===== src/rtl/button_pkg.sv =====
// Shared types and constants for the push-button command front end.
// Button indices double as arbitration priority (lower index wins).
package button_pkg;

  typedef enum logic [0:0] {
    IDLE  = 1'b0,
    OFFER = 1'b1
  } state_t;

  function automatic int idw(input int n);
    return (n > 1) ? $clog2(n) : 1;
  endfunction

  localparam int BTN_UP    = 0;
  localparam int BTN_DOWN  = 1;
  localparam int BTN_LEFT  = 2;
  localparam int BTN_RIGHT = 3;
  localparam int BTN_SEL   = 4;

endpackage


===== src/rtl/btn_filter.sv =====
// One button: 2-FF synchronizer, tick-sampled history and debounced level.
// press/fall are combinational pulses valid during the tick that changes level.
module btn_filter #(
  parameter int STABLE_SAMPLES = 4
) (
  input  logic clk,
  input  logic reset,
  input  logic tick,
  input  logic raw,
  output logic level,
  output logic press,
  output logic fall
);

  logic                      sync_a;
  logic                      sync_b;
  logic [STABLE_SAMPLES-1:0] hist;
  logic [STABLE_SAMPLES-1:0] hist_next;

  assign hist_next = {hist[STABLE_SAMPLES-2:0], sync_b};
  assign press     = tick & (&hist_next) & ~level;
  assign fall      = tick & ~(|hist_next) & level;

  always_ff @(posedge clk or posedge reset) begin
    if (reset) begin
      sync_a <= 1'b0;
      sync_b <= 1'b0;
      hist   <= '0;
      level  <= 1'b0;
    end else begin
      sync_a <= raw;
      sync_b <= sync_a;
      if (tick) begin
        hist <= hist_next;
        if (press)     level <= 1'b1;
        else if (fall) level <= 1'b0;
      end
    end
  end

endmodule


===== src/rtl/button_cmd_scheduler.sv =====
// Debounced push-button front end: auto-repeat for the last pressed button,
// one pending event per button, fixed-priority valid/ready command stream.
module button_cmd_scheduler
  import button_pkg::*;
#(
  parameter int N_BTN          = 5,
  parameter int SAMPLE_DIV     = 250000,
  parameter int STABLE_SAMPLES = 4,
  parameter int REPEAT_DELAY   = 125,
  parameter int REPEAT_RATE    = 25,
  localparam int IDW           = idw(N_BTN)
) (
  input  logic             clk,
  input  logic             reset,
  input  logic [N_BTN-1:0] btn_in,
  input  logic             enable,
  input  logic             cmd_ready,
  output logic             cmd_valid,
  output logic [IDW-1:0]   cmd_id,
  output logic             cmd_repeat,
  output logic [N_BTN-1:0] btn_level,
  output logic             overrun
);

  localparam int CW   = (SAMPLE_DIV > 1) ? $clog2(SAMPLE_DIV) : 1;
  localparam int RMAX = (REPEAT_DELAY > REPEAT_RATE) ? REPEAT_DELAY : REPEAT_RATE;
  localparam int RCW  = $clog2(RMAX + 1);

  logic [CW-1:0]    tick_cnt;
  logic             tick;
  logic [N_BTN-1:0] press;
  logic [N_BTN-1:0] fall;

  logic             rep_active;
  logic [IDW-1:0]   rep_tgt;
  logic [RCW-1:0]   rep_cnt;
  logic             any_press;
  logic [IDW-1:0]   press_idx;
  logic             rep_fire;
  logic [N_BTN-1:0] rep_vec;

  logic [N_BTN-1:0] pending;
  logic [N_BTN-1:0] rep_flag;
  logic [N_BTN-1:0] set_vec;
  logic [N_BTN-1:0] clr_vec;
  logic [N_BTN-1:0] pend_next;
  logic [N_BTN-1:0] flag_next;
  logic             ovr_next;

  state_t           state;
  logic [IDW-1:0]   pick;
  logic             issue;

  assign tick = (tick_cnt == CW'(SAMPLE_DIV - 1));

  always_ff @(posedge clk or posedge reset) begin
    if (reset)     tick_cnt <= '0;
    else if (tick) tick_cnt <= '0;
    else           tick_cnt <= tick_cnt + CW'(1);
  end

  for (genvar g = 0; g < N_BTN; g++) begin : g_filter
    btn_filter #(
      .STABLE_SAMPLES(STABLE_SAMPLES)
    ) u_filter (
      .clk  (clk),
      .reset(reset),
      .tick (tick),
      .raw  (btn_in[g]),
      .level(btn_level[g]),
      .press(press[g]),
      .fall (fall[g])
    );
  end

  // Simultaneous presses retarget the engine to the highest-priority one.
  always_comb begin
    any_press = |press;
    press_idx = '0;
    for (int i = N_BTN - 1; i >= 0; i--) begin
      if (press[i]) press_idx = IDW'(i);
    end
  end

  assign rep_fire = tick & rep_active & ~any_press & (rep_cnt == RCW'(1))
                  & btn_level[rep_tgt] & ~fall[rep_tgt];

  always_comb begin
    rep_vec = '0;
    for (int i = 0; i < N_BTN; i++) begin
      rep_vec[i] = rep_fire && (rep_tgt == IDW'(i));
    end
  end

  // rep_cnt counts down ticks; reaching 1 on a tick is a repeat instant.
  always_ff @(posedge clk or posedge reset) begin
    if (reset) begin
      rep_active <= 1'b0;
      rep_tgt    <= '0;
      rep_cnt    <= '0;
    end else if (any_press) begin
      rep_active <= 1'b1;
      rep_tgt    <= press_idx;
      rep_cnt    <= RCW'(REPEAT_DELAY);
    end else if (tick && rep_active) begin
      if (fall[rep_tgt] || !btn_level[rep_tgt]) rep_active <= 1'b0;
      else if (rep_cnt == RCW'(1))               rep_cnt    <= RCW'(REPEAT_RATE);
      else                                       rep_cnt    <= rep_cnt - RCW'(1);
    end
  end

  always_comb begin
    pick = '0;
    for (int i = N_BTN - 1; i >= 0; i--) begin
      if (pending[i]) pick = IDW'(i);
    end
    issue   = (state == IDLE) && enable && (|pending);
    clr_vec = '0;
    for (int i = 0; i < N_BTN; i++) begin
      clr_vec[i] = issue && (pick == IDW'(i));
    end
  end

  // A set landing on a bit being issued wins and is not an overrun.
  always_comb begin
    set_vec   = press | rep_vec;
    pend_next = (pending & ~clr_vec) | set_vec;
    flag_next = rep_flag;
    for (int i = 0; i < N_BTN; i++) begin
      if (press[i])        flag_next[i] = 1'b0;
      else if (rep_vec[i]) flag_next[i] = 1'b1;
    end
    ovr_next = |(set_vec & pending & ~clr_vec);
  end

  always_ff @(posedge clk or posedge reset) begin
    if (reset) begin
      pending  <= '0;
      rep_flag <= '0;
      overrun  <= 1'b0;
    end else begin
      pending  <= pend_next;
      rep_flag <= flag_next;
      overrun  <= ovr_next;
    end
  end

  always_ff @(posedge clk or posedge reset) begin
    if (reset) begin
      state      <= IDLE;
      cmd_valid  <= 1'b0;
      cmd_id     <= '0;
      cmd_repeat <= 1'b0;
    end else begin
      case (state)
        IDLE: begin
          if (issue) begin
            cmd_valid  <= 1'b1;
            cmd_id     <= pick;
            cmd_repeat <= rep_flag[pick];
            state      <= OFFER;
          end
        end
        OFFER: begin
          if (cmd_ready) begin
            cmd_valid <= 1'b0;
            state     <= IDLE;
          end
        end
        default: state <= IDLE;
      endcase
    end
  end

endmodule


===== config.mk =====
export PLATFORM = sky130hd
export DESIGN_NAME = button_cmd_scheduler
export DESIGN_NICKNAME = d
export VERILOG_FILES = /design/src/rtl/button_pkg.sv /design/src/rtl/btn_filter.sv /design/src/rtl/button_cmd_scheduler.sv
export SDC_FILE = /design/constraint.sdc
export NUM_CORES = 1
export LEC_CHECK = 0
export BUFFER_PORTS_ARGS = -buffer_cell sky130_fd_sc_hd__clkbuf_2
export CAP_MARGIN = 0
export CORE_MARGIN = 3
export CORE_UTILIZATION = 30
export DETAILED_ROUTE_END_ITERATION = 16
export GPL_TIMING_DRIVEN = 0
export SYNTH_ARGS = -nofsm -noshare
export SYNTH_HDL_FRONTEND = slang
export SYNTH_HIERARCHICAL = 1
export SYNTH_SLANG_ARGS = --single-unit

===== constraint.sdc =====
create_clock -name clk -period 10.5 [get_ports clk]
set_input_delay 1.575 -clock clk [delete_from_list [all_inputs] [get_ports clk]]
set_output_delay 1.575 -clock clk [all_outputs]
set_load 0.03 [all_outputs]

Word-level counts from Yosys, hierarchy flattened:

Cells that the tools add are included.

* $add $sub $neg: 2
* bitwise logic cells: 44
* equality and inequality tests: 13
* muxes and demuxes: 50
* order comparisons: 2
* reduce and logical (&&, ||, !) cells: 51

Operators with widths (count)
* $mux 1: 30
* $mux 3: 10
* $mux 7: 4
* $and 1x1->1: 25
* $reduce_bool 2->1: 12
* $reduce_and 4->1: 5
* $reduce_or 4->1: 5
* $add 18x1->18 const B: 1
* $eq 18x18->1 const B: 1
* $mux 18: 1
* $reduce_and 2->1: 9
* $and 5x5->5: 3
* $reduce_or 5->1: 3
* $logic_and 1x1->1: 13
* $not 1->1: 13
* $eq 3x2->1 const B: 4
* $or 5x5->5: 2
* $bmux 1 s3: 3
* $lt 3x4->1 const B: 2
* $eq 7x1->1 const B: 1
* $sub 7x1->7 const B: 1
* $eq 3x1->1 const B: 2
* $eq 3x3->1 const B: 2
* $logic_not 3->1: 2
* 5 further kinds: 8

* flip-flop bits (word level): 76
* logic and storage cells: 197
* bits of input ports: 9
* output and inout bits: 11

Longest topological paths before layout:

Gate-level depths: netlist of run 1.

* depth after elaboration: 14
* mapped depth: 14
* depth with buffers taken out: 11

By module:

Netlist of run 1, hierarchy kept.

Modules (own cells, without submodules)
* button_cmd_scheduler: sequential area each 1151.1 sq um, instances 1, area each 2489.9 sq um, cells an instance 253
* btn_filter: sequential area each 150.1 sq um, instances 5, area each 239.0 sq um, cells an instance 16

Least setup slack after synthesis of run 1:

OpenSTA, ideal clock, no wires.

* path kind: reg-to-reg
* from: register tick_cnt[0]
* to: register rep_cnt[5]
* data required time: 10.376 ns
* period minus slack after synthesis: 3.452 ns
* path slack: 7.048 ns
* cell stages (with the launch flop): 14
* setup time: 0.124 ns
* buffers on the path: 2
* arrival time: 3.328 ns
* path through: dfrtp_1 > ha_1 > nand3_1 > or4_1 > buf_2 > clkinv_4 > buf_4 > or4b_1 > nor3b_1 > mux2i_1 > a22oi_1 > a21boi_4 > and3_1 > a211o_1

* word-level cells in the longest chain between the ends: 8
* elaborated cells on any way between the ends: 30
* classes of those cells: 2 x eq/ne; 3 x mux; 20 x bitwise; 5 x reduce/logical

RTL lines
* start, declared: line button_cmd_scheduler.sv:29 `logic [CW-1:0] tick_cnt;`
* start signal, assigned: line button_cmd_scheduler.sv:59 `else tick_cnt <= tick_cnt + CW'(1);`
* $eq 18x18->1: line button_cmd_scheduler.sv:54 `assign tick = (tick_cnt == CW'(SAMPLE_DIV - 1));`
* net tick: line button_cmd_scheduler.sv:30 `logic tick;`
* $and 1x1->1 (2 in series): line btn_filter.sv:22 `assign fall = tick & ~(|hist_next) & level;`
* net fall[1]: line button_cmd_scheduler.sv:32 `logic [N_BTN-1:0] fall;`
* $bmux 1 s3: line button_cmd_scheduler.sv:106 `if (fall[rep_tgt] || !btn_level[rep_tgt]) rep_active <= 1'b0;`
* $mux 1 (not written as such): line button_cmd_scheduler.sv:106
* $logic_or 1x1->1: line button_cmd_scheduler.sv:106
* $ne 2x2->1 (no line)
* $reduce_and 2->1 (no line)
* end signal, assigned: line button_cmd_scheduler.sv:104 `rep_cnt <= RCW'(REPEAT_DELAY);`
* end signal, assigned: line button_cmd_scheduler.sv:107 `else if (rep_cnt == RCW'(1)) rep_cnt <= RCW'(REPEAT_RATE);`
* end signal, assigned: line button_cmd_scheduler.sv:108 `else rep_cnt <= rep_cnt - RCW'(1);`
* end, declared: line button_cmd_scheduler.sv:36 `logic [RCW-1:0] rep_cnt;`

The timed path passes the listed nets, and every way through them passes these cells. The select of a mux whose other input is x is not followed.
A chain may end at the register's enable or synchronous reset.

Final worst setup path of run 1:

* from: register tick_cnt[0]
* to: register rep_flag[2]

* word-level cells in the longest chain between the ends: 11
* elaborated cells on any way between the ends: 34
* classes of those cells: 1 x eq/ne; 3 x mux; 27 x bitwise; 3 x reduce/logical

RTL lines
* $eq 18x18->1 (*): line button_cmd_scheduler.sv:54
* net tick: line button_cmd_scheduler.sv:30
* $and 1x1->1 (*) (2 in series): line btn_filter.sv:21 `assign press = tick & (&hist_next) & ~level;`
* net press[2]: line button_cmd_scheduler.sv:31 `logic [N_BTN-1:0] press;`
* $reduce_or 5->1: line button_cmd_scheduler.sv:78 `any_press = |press;`
* $not 1->1: line button_cmd_scheduler.sv:85 `assign rep_fire = tick & rep_active & ~any_press & (rep_cnt == RCW'(1))`
* $and 1x1->1 (2 in series): line button_cmd_scheduler.sv:85
* $and 1x1->1 (2 in series): line button_cmd_scheduler.sv:86 `& btn_level[rep_tgt] & ~fall[rep_tgt];`
* $logic_and 1x1->1: line button_cmd_scheduler.sv:91 `rep_vec[i] = rep_fire && (rep_tgt == IDW'(i));`
* $reduce_bool 2->1 (no line)
* end signal, assigned: line button_cmd_scheduler.sv:143 `rep_flag <= flag_next;`
* end, declared: line button_cmd_scheduler.sv:43 `logic [N_BTN-1:0] rep_flag;`

Mark *: on every way through the listed nets, which the timed path passes. The rest lies on a longest branch. The select of a mux whose other input is x is not followed.

==> results.py, run 1 <==
metrics = {
    "sta": {
        "fin_tns_setup_ns": 0,
        "max_freq_ghz": 0.249,
        "rsz0062_at_grt": "no",
        "finalCritPeriodShare_pct": 38.3,
        "slew-limit-headroom_pct": 32.2,
        "fin_crit_ns": 4.02,
        "tightest_slew_ns": 1.01,
        "hold_viol": 0,
        "final.setup.worst_slack_ns": 6.48,
        "finalSetupViolations": 0,
        "slew_violations": 0,
        "skew_ns": 0.00492,
    },
    "run_status": {
        "outcome": "complete, no violations",
    },
    "worst_setup_path": {
        "max_stage_delay_ns": 0.83,
        "crit_required_ns": 10.67,
        "path_cells": "ha_1 -> nand3_1 -> or4_1 -> buf_2 -> clkinv_4 -> buf_4 -> nand4_1 -> nor3b_1 -> nor4_2 -> nand2_1 -> nor3_2 -> nand2_1 -> o32ai_1",
        "start_kind": "flip-flop",
        "worst-setup-path-type": "reg2reg",
        "path_buf_inv": 3,
        "crit_fanout": 39,
        "cpMaxStageDelayCell": "nor3b_1",
        "crit_family": "simple AND/OR/NAND/NOR gates",
        "worstSetupEndpointType": "flip-flop",
        "crit_top_cell": "nand2_1",
        "cp.arrival_ns": 4.19,
    },
    "drt": {
        "vias": 2697,
        "wl_um": 7330,
        "drc_errors": 0,
        "via_per_inst": 5.27,
        "drt-wirelength-per-cell_um": 14.3,
        "dr.pass1.iters": 5,
        "drtIter0Drc": 123,
        "drtAntennaViolNets": 0,
    },
    "clock_network": {
        "htree_levels": 3,
        "clk_pin_slew_ns": 0.06,
        "ctsHoldBuffers": 0,
        "ctsResizeCount": 0,
        "clkLatencyLatePin_ns": 0.33,
        "postCtsSetupRepairBufs": 0,
        "cts_tree": "done",
        "root_buffer": "clkbuf_16",
        "cts_buffers": 9,
        "clockBufferDepth": 2,
        "cts_sinks": 76,
    },
    "die": {
        "rows": 39,
        "initial_core_util_pct": 31.5,
        "core_area_sq_um": 11700,
        "fp.dieW_um": 117,
        "pin_count": 20,
        "die_area_sq_um": 13600,
        "dieHeight_um": 117,
    },
    "synth": {
        "synth_area_sq_um": 3680,
        "synth_warnings": 6,
        "synth_ff_type": "dfrtp_1",
        "synth_cells": 333,
        "syn_area_per_cell_sq_um": 11.1,
        "yosysUniqueCellTypes": 63,
        "synth_fp_nets": 345,
        "ys_seq_area_share_pct": 51.6,
        "async_reset_ff_share_pct": 100,
        "synth_top_area_share_pct": 51.6,
        "synth_top_area_cell": "dfrtp_1",
        "synth.area.top_cells": "dfrtp_1 (52%), mux2_2 (4.9%), nor2_1 (2.4%)",
        "synth_edf_count": 0,
        "ys_seq_elements": 76,
    },
    "grt": {
        "grt_usage_pct": 12.0,
        "antenna_found_initial": 0,
        "grt_pass1_wl_um": 13000,
        "grt_pass1_vias": 2685,
        "grt_max_degree": 40,
        "grt_overflow": 0,
    },
    "placed_design": {
        "dp_slack_ns": 6.56,
        "io_buffers": 19,
        "hpwlAfterDp_um": 5120,
        "gp_congestion": 0.782,
        "placed_cell_area_sq_um": 3980,
    },
    "min_path": {
        "hold_class": "reg2reg",
    },
    "finish": {
        "diodes": 0,
        "final_area_sq_um": 4330,
        "drive_above_1_share_pct": 20.1,
        "final_common_cell": "dfrtp_1",
        "fin_nets": 376,
        "syn_to_final_growth_pct": 17.5,
        "final_cell_mix": "dfrtp_1 (76), nor2_1 (24), inv_1 (20), clkbuf_2 (20), nand2_1 (19)",
    },
    "power_and_ir_drop": {
        "p_per_area_nw_per_um2": 163,
        "total_leakage_power_nw": 1.91,
        "peakVddDrop_uv": 91.6,
    },
    "run": {
        "drv_cap": 0,
    },
}
synthesized netlist by cell type, drive strengths merged (4+ instances only):
master  count
a21oi       9
a22o        7
a41o        7
and2        4
and3        6
clkbuf      8
dfrtp      76
inv        21
mux2       16
mux2i       4
nand2      19
nand3      14
nand4       9
nor2       24
nor3        6
nor3b      11
o211ai      5
o21ai      10
o31ai       5
or4b        6
xnor2       9
xor2        4
cell families (layout without fill, tap and decap cells):
| kind of cell | Yosys count | count (layout) | share of synthesized area [%] |
|---|---|---|---|
| and+or+nand+nor | 122 | 122 | 19.6 |
| DFF | 76 | 76 | 51.6 |
| AOI/OAI and AO/OA | 64 | 64 | 13.6 |
| buffers and inverters | 33 | 69 | 3.87 |
| muxes | 22 | 22 | 7.20 |
| xor gates and xnor gates | 13 | 13 | 3.09 |
| adders and majority gates | 3 | 3 | 1.02 |
worst reg2reg max path, stage by stage (launching register included):
cell and delay (ns):
dfrtp_1 0.41, ha_1 0.24, nand3_1 0.13, or4_1 0.52, buf_2 0.18, clkinv_4 0.08, buf_4 0.38, nand4_1 0.18
nor3b_1 0.83, nor4_2 0.18, nand2_1 0.36, nor3_2 0.14, nand2_1 0.11, o32ai_1 0.08
routing by layer:
layer | up-vias | GRT usage (%) | share of wire, %
met4 | 0 | 4.13 | 1.6
li1 | 1299 | - | -
met1 | 1326 | 16.9 | 51
met2 | 58 | 17.4 | 43
met3 | 14 | 3.96 | 5.0
met5 | - | 0 | 0
layout make-up:
cell class / instances / area [sq um]
fillers: 1156 / 7380
flip-flops and latches: 76 / 1900
multi-input cells: 224 / 1640
clock buffers: 11 / 243
well taps: 143 / 179
repair buffers: 20 / 115
clock inverters: 5 / 108
inverters: 22 / 87.6
plain buffers: 11 / 55.1
report_power, final:
group / internal (mW) / switching (mW)
Clock: 0.240 / 0.120
Sequential: 0.302 / 0.00471
Combinational: 0.0104 / 0.0274
flip-flops by register name (all words and copies together) (netlist names), 3 cells and up:
signal                    count
cmd_id                        3
g_filter.u_filter/level       5
g_filter.u_filter/hist       15
rep_tgt                       3
rep_flag                      5
rep_cnt                       7
g_filter.u_filter/sync_b      5
tick_cnt                     18
g_filter.u_filter/sync_a      5
pending                       5
final timing paths:
path	from	endpoint	slack [ns]	cells after the start
setup / recovery	tick_cnt[0]$_DFF_PP0_	rep_flag[2]$_DFFE_PP0P_	6.48	13
hold / removal	g_filter[0].u_filter/sync_a$_DFF_PP0_	g_filter[0].u_filter/sync_b$_DFF_PP0_	0.34	0
setup reg to reg	tick_cnt[0]$_DFF_PP0_	rep_flag[2]$_DFFE_PP0P_	6.48	13
hold reg to reg	g_filter[0].u_filter/sync_a$_DFF_PP0_	g_filter[0].u_filter/sync_b$_DFF_PP0_	0.34	0
max in group asynchronous	reset	rep_cnt[0]$_DFFE_PP0P_	8.59	3
min in group asynchronous	reset	g_filter[0].u_filter/sync_b$_DFF_PP0_	1.25	2
per-stage QoR:
stage	instances	hold slack, ns	util (%)	power, mW
2_1_floorplan	333	0.331	-	0.337
3_3_place_gp	495	0.333	33.8	0.349
3_5_place_dp	496	0.337	34.0	0.351
4_1_cts	512	0.347	37.0	0.715
5_1_grt	512	0.356	37.0	0.732
6_report	512	0.344	37.0	0.704
Power figures use the tool's default switching activity.
==> run 2: changes to the inputs <==
ABC_AREA = 1   (was unset)
clock period = 3.2 ns   (was 10.5 ns; I/O delays follow)
==> run 2 against run 1 <==
  * Sequential share of layout area is 0.14 points lower
  * Synthesized cell count grew 38%
  * Critical endpoint is now pending[0]$_DFF_PP0_
  * Wire length down 3.3%
==> results.py, run 2 <==
metrics = {
    "run_status": {
        "outcome": "complete, no violations",
    },
    "sta": {
        "hold_viol": 0,
        "holdWs_ns": 0.148,
        "skew_ns": 0.00763,
        "rsz0062_at_grt": "no",
        "max_freq_ghz": 0.343,
        "tightest_slew_ns": 0.450,
        "fin_tns_setup_ns": 0,
        "fin_crit_ns": 2.92,
        "finalSetupViolations": 0,
        "final.setup.worst_slack_ns": 0.281,
        "finalCritPeriodShare_pct": 91.2,
        "slew_violations": 0,
        "slew-limit-headroom_pct": 69.8,
    },
    "power_and_ir_drop": {
        "peakVddDrop_uv": 284,
        "p_per_area_nw_per_um2": 585,
        "power_mw": 2.54,
        "total_leakage_power_nw": 2.23,
    },
    "clock_network": {
        "root_buffer": "clkbuf_16",
        "postCtsSetupRepairBufs": 0,
        "htree_levels": 3,
        "clk_pin_slew_ns": 0.06,
        "cts_tree": "done",
        "cts_buffers": 9,
        "clockBufferDepth": 2,
        "clkLatencyLatePin_ns": 0.33,
        "cts_sinks": 76,
    },
    "synth": {
        "async_reset_ff_share_pct": 100,
        "synth_warnings": 6,
        "synth_most_common_cell": "nand2_1",
        "synth_fp_nets": 470,
        "synth_edf_count": 0,
        "yosysUniqueCellTypes": 34,
        "synth_common_cells": "nand2_1 (102), inv_1 (79), dfrtp_1 (76)",
        "ys_seq_elements": 76,
        "ys_seq_area_share_pct": 52.0,
        "synth_cells": 458,
        "synth_top_area_cell": "dfrtp_1",
        "syn_area_per_cell_sq_um": 7.99,
        "synth_top_area_share_pct": 52.0,
        "synth.area.top_cells": "dfrtp_1 (52%), nand2_1 (10%), inv_1 (8.1%)",
        "synth_area_sq_um": 3660,
        "synth_ff_type": "dfrtp_1",
    },
    "finish": {
        "diodes": 0,
        "final_common_cell": "nand2_1",
        "top_register": "tick_cnt",
        "fin_nets": 502,
        "drive_above_1_share_pct": 13.3,
        "reg_top3": "tick_cnt x18, g_filter.u_filter/hist x15, rep_cnt x7",
        "finalCoreUtilization_pct": 37.2,
        "syn_to_final_growth_pct": 18.7,
        "final_cell_mix": "nand2_1 (102), inv_1 (76), dfrtp_1 (76)",
        "largest_reg_flops": 18,
    },
    "die": {
        "pin_count": 20,
        "core_area_sq_um": 11700,
        "initial_core_util_pct": 31.4,
        "dieHeight_um": 116,
        "die_area_sq_um": 13600,
        "fp.dieW_um": 116,
        "rows": 39,
    },
    "drt": {
        "drtAntennaViolNets": 0,
        "drt-wirelength-per-cell_um": 11.1,
        "dr.pass1.iters": 4,
        "vias": 2895,
        "via_per_inst": 4.54,
        "wl_um": 7090,
        "drc_errors": 0,
        "drtIter0Drc": 122,
    },
    "worst_setup_path": {
        "worstSetupEndpointType": "flip-flop",
        "crit_required_ns": 3.41,
        "start_kind": "flip-flop",
        "worst-setup-path-type": "reg2reg",
        "cp.arrival_ns": 3.13,
        "crit_fanout": 27,
    },
    "run": {
        "drv_cap": 0,
    },
    "min_path": {
        "hold_class": "in2async",
    },
    "placed_design": {
        "gp_congestion": 0.787,
        "dp_slack_ns": 0.220,
        "io_buffers": 19,
        "hpwlAfterDp_um": 5250,
    },
    "grt": {
        "grt_usage_pct": 11.4,
        "grt_overflow": 0,
        "grt_pass1_vias": 2849,
        "grt_pass1_wl_um": 12500,
        "grt_max_degree": 37,
        "antenna_found_initial": 0,
    },
}
## run 2: worst paths after layout
kind                                                           to                             startpoint  slack, ns  depth (start not counted)
max                                          pending[0]$_DFF_PP0_                  tick_cnt[0]$_DFF_PP0_       0.28                         17
min                        g_filter[3].u_filter/level$_DFFE_PP0P_                                  reset       0.15                          2
max reg2reg                                  pending[0]$_DFF_PP0_                  tick_cnt[0]$_DFF_PP0_       0.28                         17
min reg2reg                 g_filter[4].u_filter/sync_b$_DFF_PP0_  g_filter[4].u_filter/sync_a$_DFF_PP0_       0.35                          0
max in group asynchronous                  rep_cnt[0]$_DFFE_PP0P_                                  reset       2.56                          3
min in group clk            g_filter[2].u_filter/sync_a$_DFF_PP0_                              btn_in[2]       0.25                          1
## run 2: logic make-up (layout without fill, tap and decap cells)
family / count (synthesis) / after routing / synth area share, %
AND/OR/NAND/NOR: 225 / 225 / 27.1
buffers and inverters: 89 / 126 / 9.34
flip-flops: 76 / 76 / 52.0
AO/OA/AOI/OAI: 59 / 59 / 9.10
XOR/XNOR: 6 / 6 / 1.44
adder cells (fa/ha/maj): 3 / 3 / 1.03
## run 2: power breakdown
group          switching (mW)  total (mW)  leakage (nW)  internal, mW
logic                   0.186       0.262          1.05        0.0765
clock network           0.394        1.24         0.173         0.842
registers              0.0298        1.04          1.02          1.01
total                   0.609        2.54          2.23          1.93
## run 2: worst max-delay path, cell delays in order (launching register included)
cell	delay [ns]
dfrtp_1	0.40
ha_1	0.22
nand3_2	0.12
or3_1	0.41
nor2_2	0.18
buf_12	0.19
nand2_1	0.08
clkinv_1	0.05
nand3b_1	0.09
inv_1	0.16
nor2_1	0.06
nand2_1	0.10
nor2_2	0.07
nand4_1	0.13
nor2_2	0.08
nand4_1	0.10
nand2_1	0.08
or2_2	0.27
## run 2: cell type report
type / instances / area [sq um]
inverters: 88 / 330
clock inverters: 6 / 136
clock buffers: 10 / 229
fillers: 1175 / 7320
multi-input cells: 293 / 1420
repair buffers: 21 / 135
well taps: 143 / 179
flip-flops and latches: 76 / 1900
plain buffers: 1 / 11.3
## run 2: stage by stage
step           instances  cell area [sq um]
4_1_cts              638               4340
3_3_place_gp         620               3930
3_5_place_dp         622               3970
6_report             638               4340
5_1_grt              638               4340
2_1_floorplan        458               3660
## run 2: what timing repair did
action | CTS | global route
hold buffers | 0 | 0
hold endpoints to repair | 0 | 0
gates resized for setup | 0 | 4
endpoints found under the setup margin | 0 | 3
## run 2: routing by layer
metal	GRT usage [%]	vias to the layer above	part of all wire, %
li1	-	1499	-
met1	15.0	1350	50
met2	18.2	34	45
met3	1.87	12	2.8
met4	5.65	0	2.0
met5	0	-	0
==> run 3: changes to the inputs <==
REMOVE_ABC_BUFFERS = 1   (was unset)
==> run 3 against run 2 <==
  * Die area did not move
  * Critical path depth did not move
  * Register-to-register slack got worse by 0.02 ns
  * Wire length fell by 3.3%
  * Flip-flop and latch count did not move
  * Maximum frequency fell by 0.81%
  * Cell count fell by 0.16%
  * Global-route usage rose by 0.29 points
  * Combinational power fell by 2%
  * First-iteration DRC count rose by 19%
  * Sequential share of layout area rose by 0.15 points
  * Clock power fell by 5%
  * Largest cell class unchanged
  * Largest power group unchanged
  * Highest routed layer unchanged
==> results.py, run 3 (same netlist as run 2, synthesis figures left out) <==
metrics = {
    "run_status": {
        "outcome": "complete, no violations",
    },
    "placed_design": {
        "hpwlAfterDp_um": 5200,
        "gp_congestion": 0.811,
        "dp_slack_ns": 0.122,
        "io_buffers": 19,
    },
    "power_and_ir_drop": {
        "peakVddDrop_uv": 214,
        "power_mw": 2.48,
        "p_per_area_nw_per_um2": 573,
        "total_leakage_power_nw": 2.23,
    },
    "die": {
        "pin_count": 20,
        "dieHeight_um": 116,
        "rows": 39,
        "initial_core_util_pct": 31.4,
        "fp.dieW_um": 116,
        "core_area_sq_um": 11700,
        "die_area_sq_um": 13600,
    },
    "worst_setup_path": {
        "cpMaxStageDelayCell": "or3_1",
        "crit_fanout": 26,
        "reg2reg_setup_slack_ns": 0.26,
        "reg2reg_from": "tick_cnt[0]$_DFF_PP0_",
        "max_stage_delay_ns": 0.44,
        "start_kind": "flip-flop",
        "cp.arrival_ns": 3.16,
        "path_cells": "ha_1 -> nand3_2 -> or3_1 -> nor2_4 -> buf_12 -> nand2_1 -> clkinv_1 -> nand3b_1 -> inv_1 -> nor2_1 -> nand2_1 -> nor2_2 -> nand4_1 -> nor2_2 -> nand4_1 -> nand2_1 -> or2_2",
        "reg2reg_to": "pending[0]$_DFF_PP0_",
        "crit_required_ns": 3.41,
        "worstSetupEndpointType": "flip-flop",
        "reg2regPathDepth": 17,
        "crit_top_cell": "nand2_1",
        "path_buf_inv": 3,
        "worst-setup-path-type": "reg2reg",
        "crit_family": "simple AND/OR/NAND/NOR gates",
    },
    "drt": {
        "wl_um": 6850,
        "vias": 2890,
        "via_per_inst": 4.54,
        "drtAntennaViolNets": 0,
        "drt-wirelength-per-cell_um": 10.8,
        "drc_errors": 0,
        "drtIter0Drc": 145,
        "dr.pass1.iters": 5,
    },
    "finish": {
        "final_cell_mix": "nand2_1 (102), inv_1 (76), dfrtp_1 (76)",
        "final_common_cell": "nand2_1",
        "diodes": 0,
        "syn_to_final_growth_pct": 18.3,
        "largest_reg_flops": 18,
        "top_register": "tick_cnt",
        "fin_nets": 501,
        "reg_top3": "tick_cnt x18, g_filter.u_filter/hist x15, rep_cnt x7",
        "drive_above_1_share_pct": 13.2,
    },
    "grt": {
        "grt_max_degree": 39,
        "grt_usage_pct": 11.7,
        "grt_pass1_wl_um": 12500,
        "antenna_found_initial": 0,
        "grt_pass1_vias": 2813,
        "grt_overflow": 0,
    },
    "clock_network": {
        "clockBufferDepth": 2,
        "htree_levels": 3,
        "cts_tree": "done",
        "cts_buffers": 9,
        "clkLatencyLatePin_ns": 0.33,
        "root_buffer": "clkbuf_16",
        "cts_sinks": 76,
        "clk_pin_slew_ns": 0.06,
    },
    "sta": {
        "slew_violations": 0,
        "skew_ns": 0.00815,
        "final.setup.worst_slack_ns": 0.258,
        "finalCritPeriodShare_pct": 92.0,
        "fin_crit_ns": 2.94,
        "finalSetupViolations": 0,
        "max_freq_ghz": 0.340,
        "slew-limit-headroom_pct": 70.1,
        "fin_tns_setup_ns": 0,
        "hold_viol": 0,
        "tightest_slew_ns": 0.445,
    },
    "run": {
        "drv_cap": 0,
    },
    "min_path": {
        "hold_class": "in2async",
    },
}
run 3: changes by cell type in the layout (fill, tap and decap cells not counted):
| cell | change |
|---|---|
| clkinv_2 | +1 |
| clkinvlp_4 | -1 |
| bufinv_16 | -1 |
| buf_6 | -1 |
| nor2_2 | -2 |
| clkinv_4 | -1 |
| nor2_4 | +2 |
| clkbuf_8 | +2 |
run 3: repair_timing:
action,4_1_cts,5_1_grt
gates resized for setup,0,6
hold buffers,0,0
setup buffers,0,0
endpoints found under the setup margin,0,10
run 3: layer usage:
layer  share of wire, %  wire length, um  global-route usage (%)  vias to the layer above
met2                 45             3090                    17.7                       40
li1                   -                -                       -                     1496
met1                 49             3340                    15.3                     1344
met5                  0                0                       0                        -
met4                2.3              160                    6.26                        0
met3                3.8              263                    3.06                       10
run 3: worst max path at each step:
stage                          startpoint                      to  slack, ns  cells past startpoint
finish              tick_cnt[0]$_DFF_PP0_    pending[0]$_DFF_PP0_       0.26                     17
global route        tick_cnt[0]$_DFF_PP0_       overrun$_DFF_PP0_      -0.01                     20
CTS                 tick_cnt[0]$_DFF_PP0_  rep_cnt[1]$_DFFE_PP0P_        0.1                     17
detailed placement  tick_cnt[0]$_DFF_PP0_  rep_cnt[1]$_DFFE_PP0P_       0.12                     17
global placement    tick_cnt[0]$_DFF_PP0_  rep_cnt[1]$_DFFE_PP0P_      -0.88                     16
floorplan           tick_cnt[0]$_DFF_PP0_  rep_cnt[6]$_DFFE_PP0P_      -0.07                     16
run 3: where the power goes:
group          switching (mW)  internal [mW]
logic                   0.182         0.0765
clock network           0.378          0.803
registers              0.0293           1.01
total                   0.589           1.89
run 3: cell type report:
| cell class | count | area [sq um] |
|---|---|---|
| clock buffers | 12 | 256 |
| clock inverters | 4 | 95.1 |
| fillers | 1183 | 7330 |
| flip-flops and latches | 76 | 1900 |
| multi-input cells | 293 | 1430 |
| repair buffers | 21 | 135 |
| inverters | 88 | 330 |
| well taps | 143 | 179 |
run 3: per-stage QoR:
stage | instances | hold slack, ns | util, % | area (sq um)
2_1_floorplan | 457 | 0.271 | - | 3650
3_5_place_dp | 621 | 0.335 | 33.9 | 3960
6_report | 637 | 0.143 | 37.1 | 4330
4_1_cts | 637 | 0.132 | 37.0 | 4310
3_3_place_gp | 619 | 0.334 | 33.6 | 3920
5_1_grt | 637 | 0.152 | 37.1 | 4330
